<file path="config.mk">
export PLATFORM = sky130hd
export DESIGN_NAME = fetch_unit
export DESIGN_NICKNAME = d
export VERILOG_FILES = /design/src/rtl/rapid_pkg.sv /design/src/rtl/fetch_fifo.sv /design/src/rtl/fetch_unit.sv
export SDC_FILE = /design/constraint.sdc
export NUM_CORES = 1
export LEC_CHECK = 0
export BUFFER_PORTS_ARGS = -buffer_cell sky130_fd_sc_hd__buf_2
export CORE_MARGIN = 2
export CORE_UTILIZATION = 50
export DETAILED_ROUTE_END_ITERATION = 12
export PLACE_DENSITY = 0.76
export SYNTH_ARGS = -nofsm -noshare
export SYNTH_HDL_FRONTEND = slang
export SYNTH_HIERARCHICAL = 1
export SYNTH_SLANG_ARGS = --single-unit
</file>
<file path="constraint.sdc">
create_clock -name i_clk -period 2.65 [get_ports i_clk]
set_clock_uncertainty 0.15 [all_clocks]
set_input_delay 0 -clock i_clk [delete_from_list [all_inputs] [get_ports i_clk]]
set_output_delay 0 -clock i_clk [all_outputs]
set_load 0.1 [all_outputs]
</file>
<file path="src/rtl/rapid_pkg.sv">
// Shared types and constants for the RAPID core front end.
package rapid_pkg;

    localparam int unsigned RAPID_XLEN = 32;

    // First fetch address after reset.
    localparam logic [RAPID_XLEN-1:0] RAPID_RESET_PC = 32'h0000_0000;

    // Fetch sequencer states.
    typedef enum logic [1:0] {
        IDLE = 2'd0,
        REQ  = 2'd1,
        WAIT = 2'd2,
        HALT = 2'd3
    } fetch_state_t;

    // One buffered instruction together with the address it came from.
    typedef struct packed {
        logic [RAPID_XLEN-1:0] instruction;
        logic [RAPID_XLEN-1:0] pc;
    } fetch_entry_s;

endpackage

</file>
<file path="src/rtl/fetch_fifo.sv">
// Small synchronous FIFO of fetch entries. Flush empties it and wins over push/pop.
module fetch_fifo
    import rapid_pkg::*;
#(
    parameter int unsigned DEPTH = 2,
    localparam int unsigned AW   = $clog2(DEPTH)
) (
    input  logic         i_clk,
    input  logic         i_reset_n,
    input  logic         i_push,
    input  fetch_entry_s i_push_data,
    input  logic         i_pop,
    input  logic         i_flush,
    output logic [AW:0]  o_count,
    output fetch_entry_s o_head,
    output logic         o_empty,
    output logic         o_full
);

    localparam logic [AW:0] FULL_CNT = (AW + 1)'(DEPTH);

    fetch_entry_s r_mem [DEPTH];
    logic [AW-1:0] r_wr_ptr;
    logic [AW-1:0] r_rd_ptr;
    logic [AW:0]   r_count;
    logic          w_push;
    logic          w_pop;

    assign w_push = i_push && !i_flush && (r_count != FULL_CNT);
    assign w_pop  = i_pop && !i_flush && (r_count != '0);

    // Storage write; cleared on reset so the head reads zero until the first push.
    always_ff @(posedge i_clk or negedge i_reset_n) begin
        if (!i_reset_n) begin
            for (int i = 0; i < DEPTH; i++) begin
                r_mem[i] <= '0;
            end
        end else if (w_push) begin
            r_mem[r_wr_ptr] <= i_push_data;
        end
    end

    // Pointer and occupancy bookkeeping; pointers wrap naturally (DEPTH is a power of two).
    always_ff @(posedge i_clk or negedge i_reset_n) begin
        if (!i_reset_n) begin
            r_wr_ptr <= '0;
            r_rd_ptr <= '0;
            r_count  <= '0;
        end else if (i_flush) begin
            r_wr_ptr <= '0;
            r_rd_ptr <= '0;
            r_count  <= '0;
        end else begin
            if (w_push) begin
                r_wr_ptr <= r_wr_ptr + 1'b1;
            end
            if (w_pop) begin
                r_rd_ptr <= r_rd_ptr + 1'b1;
            end
            case ({w_push, w_pop})
                2'b10:   r_count <= r_count + 1'b1;
                2'b01:   r_count <= r_count - 1'b1;
                default: r_count <= r_count;
            endcase
        end
    end

    assign o_count = r_count;
    assign o_head  = r_mem[r_rd_ptr];
    assign o_empty = (r_count == '0);
    assign o_full  = (r_count == FULL_CNT);

endmodule

</file>
<file path="src/rtl/fetch_unit.sv">
// Instruction fetch stage: PC sequencing, single outstanding imem read, buffered
// (instruction, pc) hand-off to the decoder, redirect with in-flight discard.
module fetch_unit
    import rapid_pkg::*;
#(
    parameter int unsigned     XLEN       = 32,
    parameter logic [XLEN-1:0] RESET_PC   = RAPID_RESET_PC,
    parameter int unsigned     FIFO_DEPTH = 2
) (
    input  logic            i_clk,
    input  logic            i_reset_n,
    output logic            o_imem_req,
    output logic [XLEN-1:0] o_imem_addr,
    input  logic            i_imem_ack,
    input  logic            i_imem_valid,
    input  logic [XLEN-1:0] i_imem_rdata,
    output logic            o_valid,
    input  logic            i_ready,
    output logic [XLEN-1:0] o_instruction,
    output logic [XLEN-1:0] o_pc,
    input  logic            i_redirect,
    input  logic [XLEN-1:0] i_redirect_pc,
    output logic            o_fault
);

    localparam int unsigned CW       = $clog2(FIFO_DEPTH) + 1;
    localparam logic [CW-1:0] CNT_MAX = CW'(FIFO_DEPTH);

    fetch_state_t    r_state;
    logic [XLEN-1:0] r_fetch_pc;
    // Address of the current/last request; held stable while the request is pending.
    logic [XLEN-1:0] r_req_pc;
    logic            r_discard;
    // A misaligned redirect arrived mid-transaction: park in HALT once it completes.
    logic            r_halt_pend;
    logic            r_fault;

    logic            w_misaligned;
    logic            w_push;
    logic            w_pop;
    logic            w_space;
    logic [CW-1:0]   w_count;
    logic            w_fifo_empty;
    logic            w_fifo_full;
    logic            w_unused_full;
    fetch_entry_s    w_push_data;
    fetch_entry_s    w_head;

    assign w_misaligned = (i_redirect_pc[1:0] != 2'b00);
    // A response in the redirect cycle is stale by definition, so never push it.
    assign w_push  = (r_state == WAIT) && i_imem_valid && !r_discard && !i_redirect;
    assign w_pop   = !w_fifo_empty && i_ready;
    // One read outstanding at most, so free space now guarantees room for its response.
    assign w_space = (w_count < CNT_MAX);

    assign w_push_data.instruction = i_imem_rdata;
    assign w_push_data.pc          = r_req_pc;
    assign w_unused_full           = w_fifo_full;

    fetch_fifo #(
        .DEPTH (FIFO_DEPTH)
    ) u_fifo (
        .i_clk       (i_clk),
        .i_reset_n   (i_reset_n),
        .i_push      (w_push),
        .i_push_data (w_push_data),
        .i_pop       (w_pop),
        .i_flush     (i_redirect),
        .o_count     (w_count),
        .o_head      (w_head),
        .o_empty     (w_fifo_empty),
        .o_full      (w_fifo_full)
    );

    // Fetch sequencer: state, PC, discard/halt tracking and the fault flag.
    always_ff @(posedge i_clk or negedge i_reset_n) begin
        if (!i_reset_n) begin
            r_state     <= IDLE;
            r_fetch_pc  <= RESET_PC;
            r_req_pc    <= RESET_PC;
            r_discard   <= 1'b0;
            r_halt_pend <= 1'b0;
            r_fault     <= 1'b0;
        end else begin
            if (i_redirect) begin
                r_fetch_pc  <= i_redirect_pc;
                r_fault     <= w_misaligned;
                r_halt_pend <= w_misaligned;
            end
            case (r_state)
                IDLE: begin
                    if (i_redirect) begin
                        r_state <= w_misaligned ? HALT : IDLE;
                    end else if (w_space) begin
                        r_state  <= REQ;
                        r_req_pc <= r_fetch_pc;
                    end
                end
                REQ: begin
                    if (i_redirect) begin
                        r_discard <= 1'b1;
                    end
                    if (i_imem_ack) begin
                        r_state <= WAIT;
                        // After an earlier redirect fetch_pc already holds the new target.
                        if (!i_redirect && !r_discard) begin
                            r_fetch_pc <= r_fetch_pc + XLEN'(4);
                        end
                    end
                end
                WAIT: begin
                    if (i_imem_valid) begin
                        r_discard <= 1'b0;
                        if (i_redirect) begin
                            r_state <= w_misaligned ? HALT : IDLE;
                        end else begin
                            r_state <= r_halt_pend ? HALT : IDLE;
                        end
                    end else if (i_redirect) begin
                        r_discard <= 1'b1;
                    end
                end
                HALT: begin
                    if (i_redirect && !w_misaligned) begin
                        r_state <= IDLE;
                    end
                end
                default: r_state <= IDLE;
            endcase
        end
    end

    assign o_imem_req    = (r_state == REQ);
    assign o_imem_addr   = r_req_pc;
    assign o_valid       = !w_fifo_empty;
    assign o_instruction = w_head.instruction;
    assign o_pc          = w_head.pc;
    assign o_fault       = r_fault;

endmodule

</file>
==> flow_summary.toml, run 1 <==
[status]
status = "finished, final reports clean"

[yosys]
synth_nets = 737
avgSynthCellArea_um2 = 14.1
synthTopCellsByArea = "dfrtp_1 54%, mux2_2 20%, mux2_4 9.7%"
synth_flop_cell = "dfrtp_1"
synthArstFlopShare = 1.00
synth_warnings = 6
synth_cells = 662
ys_ff_latch = 200
synthDistinctLibCells = 49
syn_area_um2 = 9300
synth.largest_area_cell = "dfrtp_1"
ys_top_cells_by_count = "200 x dfrtp_1, 163 x mux2_2, 60 x mux2_4"
synth_edf_count = 0
synth_most_common_cell = "dfrtp_1"
seq_area_frac_synth = 0.538
synth_top_area_share = 0.538

[routing]
drt_pass1_iterations = 4
first_iter_violations = 289
wl_per_cell_um = 18.1
drc_errors = 0
antenna_left = 0
vias_per_cell = 5.38
finalWirelength_mm = 21.1
vias = 6281

[floorplan]
die_h_um = 140
design.core.area_um2 = 18100
die_area_um2 = 19700
die_width_um = 140
initial_core_util = 0.514
io_pins = 169
num_rows = 49

[timing]
slew_headroom = 0.567
clock.fmax_ghz = 0.399
fin_crit_sh = 0.946
period_needed_ns = 2.51
worst_slew_pin_slew_ns = 0.650
slew_viol_final = 0
hold_slack_ns = 0.0147
hold_violations = 0
setup_viol = 0

[cells_and_area]
multiInputGateArea_um2 = 4070
regArea_um2 = 5010
layout.nets = 1001
area_growth_pct = 28.1
antenna_cells = 0
drive_gt1_frac = 0.493
fillCellCount = 1295

[cts]
clk_pin_slew_ns = 0.07
cts_tree = "yes"
clockRootBuffer = "clkbuf_16"
clockBufferDepth = 2
ctsHtreeMaxLevel = 4
cts_inserted_buffers = 17
cts_sinks = 200
insertion_delay_ns = 0.43

[place]
place_congestion = 0.865
dpl.hpwl_mm = 13.4
port_buffers = 168

[setup_path]
worstPathMaxFanout = 19
critPathLaunchType = "register"
critPathKind = "reg -> reg"
cp.required_ns = 2.81
arrival_ns = 2.67
end_kind = "register"

[power]
leakage_nw = 5.99
p_per_area_nw_per_um2 = 1230
total_power_mw = 14.6
ir_drop_mv = 1.05

[grt]
grt_pass1_wl_mm = 34.6
grtUsageTotal = 0.219
grt_start_max_net_pins = 81
grt_pass1_vias = 6795
grt_overflow_total = 0
antenna_found_initial = 0

[flow_run]
drv_cap = 0

[worst_hold_path]
hold_class = "in -> async"
[logic make-up (layout without fill, tap and decap cells)]
group / count (synthesis) / count (layout) / share of synthesized area
compound gates: 52 / 52 / 0.0324
xor+xnor: 24 / 24 / 0.0226
fa+ha+maj: 5 / 5 / 0.00672
buf+inv: 45 / 321 / 0.0308
flops: 200 / 200 / 0.538
mux: 231 / 231 / 0.303
simple gates: 105 / 105 / 0.0662
[timing repair]
action                                 CTS  global route
setup endpoints to repair                0           109
resized for setup                        0             8
hold buffers                            88             0
endpoints found under the hold margin  201             0
buffers inserted                         0             3
[final timing paths]
kind                                   from                end  slack [ns]  cells past startpoint
max in group asynchronous         i_reset_n     r_fetch_pc[15]        1.44                      3
min in group i_clk         i_redirect_pc[7]      r_fetch_pc[7]        0.18                      4
setup / recovery                 r_state[0]   u_fifo/r_mem[28]        0.14                      8
hold reg to reg            u_fifo/r_mem[65]   u_fifo/r_mem[65]        0.33                      1
hold / removal                    i_reset_n  u_fifo/r_mem[111]        0.01                      2
setup reg to reg                 r_state[0]   u_fifo/r_mem[28]        0.14                      8
[layout make-up]
class / count / area share
timing repair buffer: 276 / 0.161
clock inverter: 13 / 0.0135
clock buffer: 18 / 0.0360
tap: 229 / 0.0240
sequential: 200 / 0.420
multi-input combinational: 417 / 0.341
inverter: 14 / 0.00441
[metal layers]
layer / up-vias / share of wire / track usage
met2: 182 / 0.48 / 0.364
met4: 0 / 0.016 / 0.0606
li1: 2899 / - / -
met1: 3175 / 0.46 / 0.299
met5: - / 0 / 0
met3: 25 / 0.049 / 0.0397
[cells in the final DEF, fill, tap and decap left out, types with 4 or more instances in the layout]
cell type      count
a21oi_1            9
nor4_1             4
nor2_1            12
buf_4             17
nand2_1           32
xor2_1            16
nor4_4             5
nand4_1            7
ha_1               4
nor3_1             6
xnor2_1            8
nand3_1           11
mux2_2           163
and3_1             6
mux2_1             5
o21ai_0           27
dfrtp_1          199
inv_1             13
clkbuf_16         17
mux2_4            60
dlygate4sd3_1     88
buf_2            167
[report_power, final]
part	internal, mW	leakage, nW	switching [mW]	total, mW
Sequential	3.80	2.63	0.570	4.37
Combinational	1.61	3.08	6.04	7.65
Clock	1.42	0.283	1.18	2.60
[critical path, stage by stage (launching register included)]
cell     delay, ns
dfrtp_1       0.38
inv_1         0.08
ha_1          0.23
nand2_1       0.08
nor3_2        0.14
inv_1         0.14
or4b_4        0.56
buf_4         0.27
mux2_4        0.34
[per-stage QoR]
step	utilization	instance area [µm²]	std cells	worst slack [ns]	setup TNS (ns)
6_report	0.659	11900	1167	0.142	0
5_1_grt	0.659	11900	1167	-0.0245	-0.0407
4_1_cts	0.655	11900	1164	0.0494	0
3_5_place_dp	0.574	10400	1045	0.127	0
3_3_place_gp	0.574	10400	1045	0.176	0
2_1_floorplan	-	9310	662	0.0465	0
[sequential cells by signal, indices dropped and copies added (netlist names)]
signal and count:
u_fifo/r_mem 128, o_imem_addr 32, r_fetch_pc 32, r_state 2, u_fifo/o_count 2, o_fault 1
r_discard 1, u_fifo/r_rd_ptr 1, u_fifo/r_wr_ptr 1
Power figures use the tool's default switching activity.
==> inputs of run 2 (changes only) <==
==> constraint.sdc (replaced) <==
create_clock -name i_clk -period 2.65 [get_ports i_clk]
set_clock_uncertainty 0.15 [all_clocks]
set_input_delay 0.1325 -clock i_clk [delete_from_list [all_inputs] [get_ports i_clk]]
set_output_delay 0.1325 -clock i_clk [all_outputs]
set_load 0.1 [all_outputs]
==> flow_summary.toml, run 2 (synthesis gave the netlist of run 1 again) <==
[status]
status = "finished, final reports clean"

[floorplan]
num_rows = 49
io_pins = 169
design.core.area_um2 = 18100
die_area_um2 = 19700
die_width_um = 140
die_h_um = 140
initial_core_util = 0.514

[power]
sw_frac_of_total = 0.538
p_clk_frac = 0.177
p_seq_frac = 0.300
p_int_mw = 6.70
p_per_area_nw_per_um2 = 1240
ir_drop_mv = 1.07
pwr-share-comb = 0.523
total_power_mw = 14.5
leakage_nw = 5.91
p_switching_mw = 7.82

[setup_path]
worstPathMaxFanout = 16
arrival_ns = 2.72
end_kind = "register"
critPathKind = "reg -> reg"
critPathLaunchType = "register"
cp.required_ns = 2.82

[cells_and_area]
area_growth_pct = 26.3
top_register = "u_fifo/r_mem"
drive_gt1_frac = 0.503
layout_commonest_cell = "dfrtp_1"
finish.cell_count_without_fillers = 1146
largest_register_ffs = 128
fillCellCount = 1303
layout.nets = 979
layout_common_cells = "199 x dfrtp_1, 167 x buf_2, 163 x mux2_2"
antenna_cells = 0

[cts]
clk_pin_slew_ns = 0.08
clockBufferDepth = 2
cts_sinks = 200
ctsHtreeMaxLevel = 4
cts_inserted_buffers = 17
post_cts_buffers = 0
cts_tree = "yes"
insertion_delay_ns = 0.43
clockRootBuffer = "clkbuf_16"

[grt]
grtUsageTotal = 0.224
grt_start_max_net_pins = 80
grt_overflow_total = 0
grt-busiest-layer = "met2"
antenna_found_initial = 0
grt_pass1_wl_mm = 34.7
grt_pass1_vias = 6501
grt_util_met2 = 0.367
met1_usage = 0.309
use_met3 = 0.0503

[place]
dpl.hpwl_mm = 13.3
place_congestion = 0.844
placed_cells_incl_taps = 1043
port_buffers = 168

[worst_hold_path]
hold_class = "in -> reg"

[routing]
antenna_left = 0
drc_errors = 0
vias_per_cell = 5.43
drt_pass1_iterations = 5
wl_per_cell_um = 19.0
vias = 6220
finalWirelength_mm = 21.8
first_iter_violations = 420

[timing]
slew_viol_final = 0
fin_crit_sh = 0.962
worst_slew_pin_slew_ns = 0.964
period_needed_ns = 2.55
clock.fmax_ghz = 0.392
hold_violations = 0
setup_viol = 0
slew_headroom = 0.355
rsz0062_at_grt = "false"

[flow_run]
drv_cap = 0
==> run 2: cell count changes in the layout (fill, tap and decap cells not counted), sizes merged <==
cell | previous run | this run
dlygate4sd3 | 88 | 67
buf | 187 | 184
clkinv | 3 | 6
bufinv | 2 | 1
clkbuf | 19 | 20
clkinvlp | 2 | 1
inv | 20 | 21
==> run 2: worst max-delay path: stages (launching register included) <==
cell and delay [ns]:
dfrtp_1 0.41, inv_1 0.10, ha_2 0.22, nand2_1 0.08, nor3_2 0.15, inv_1 0.13, or4b_4 0.63, clkbuf_16 0.26
mux2_4 0.31
==> run 2: path summary, 6_finish.rpt <==
check,cells after the start,slack (ns),end,start
min in group asynchronous,3,0.14,u_fifo/r_mem[47],i_reset_n
max in group asynchronous,3,0.87,u_fifo/r_mem[95],i_reset_n
min reg2reg,1,0.34,u_fifo/r_mem[65],u_fifo/r_mem[65]
min,4,0.04,r_state[1],i_imem_ack
max reg2reg,8,0.10,u_fifo/r_mem[8],r_state[0]
max,8,0.10,u_fifo/r_mem[8],r_state[0]
==> run 2: per-stage QoR <==
| step | setup TNS (ns) | util | setup slack, ns | hold WS, ns | cell area (µm²) |
|---|---|---|---|---|---|
| 6_report | 0 | 0.650 | 0.101 | 0.0351 | 11800 |
| 5_1_grt | 0 | 0.650 | 0.00190 | 0.0490 | 11800 |
| 4_1_cts | 0 | 0.646 | 0.0726 | 0.0182 | 11700 |
| 3_5_place_dp | -1.28 | 0.574 | -0.0355 | -0.124 | 10400 |
| 3_3_place_gp | 0 | 0.574 | 0.0379 | -0.122 | 10400 |
| 2_1_floorplan | 0 | - | 0.0465 | -0.313 | 9310 |
==> run 2: what timing repair did <==
action / 4_1_cts / 5_1_grt
hold buffers: 67 / 0
pin swaps: 0 / 1
endpoints found under the hold margin: 298 / 0
gates resized for setup: 3 / 1
endpoints found under the setup margin: 62 / 63
cloned: 1 / 3
==> run 2: layer usage <==
layer | wire [µm] | share of wire
met5 | 0 | 0
met4 | 129 | 0.0059
met3 | 1240 | 0.057
met2 | 10500 | 0.48
met1 | 9920 | 0.46
==> run 2: final cells by class <==
class,count,area (µm²),area share
Sequential cell,200,5010,0.426
Multi-Input combinational cell,417,4030,0.343
Clock buffer,17,425,0.0362
Inverter,14,52.6,0.00447
Timing Repair Buffer,254,1790,0.152
Tap cell,229,287,0.0244
Clock inverter,15,160,0.0136
==> run 2: power groups by stage <==
stage	registers, mW	logic [mW]	clock network [mW]
after CTS	4.36	7.59	2.64
after global placement	4.37	7.42	0
after floorplan	6.00	4.69	0
after detailed placement	4.42	7.48	0
after global routing	4.48	7.81	2.77
final	4.36	7.59	2.57
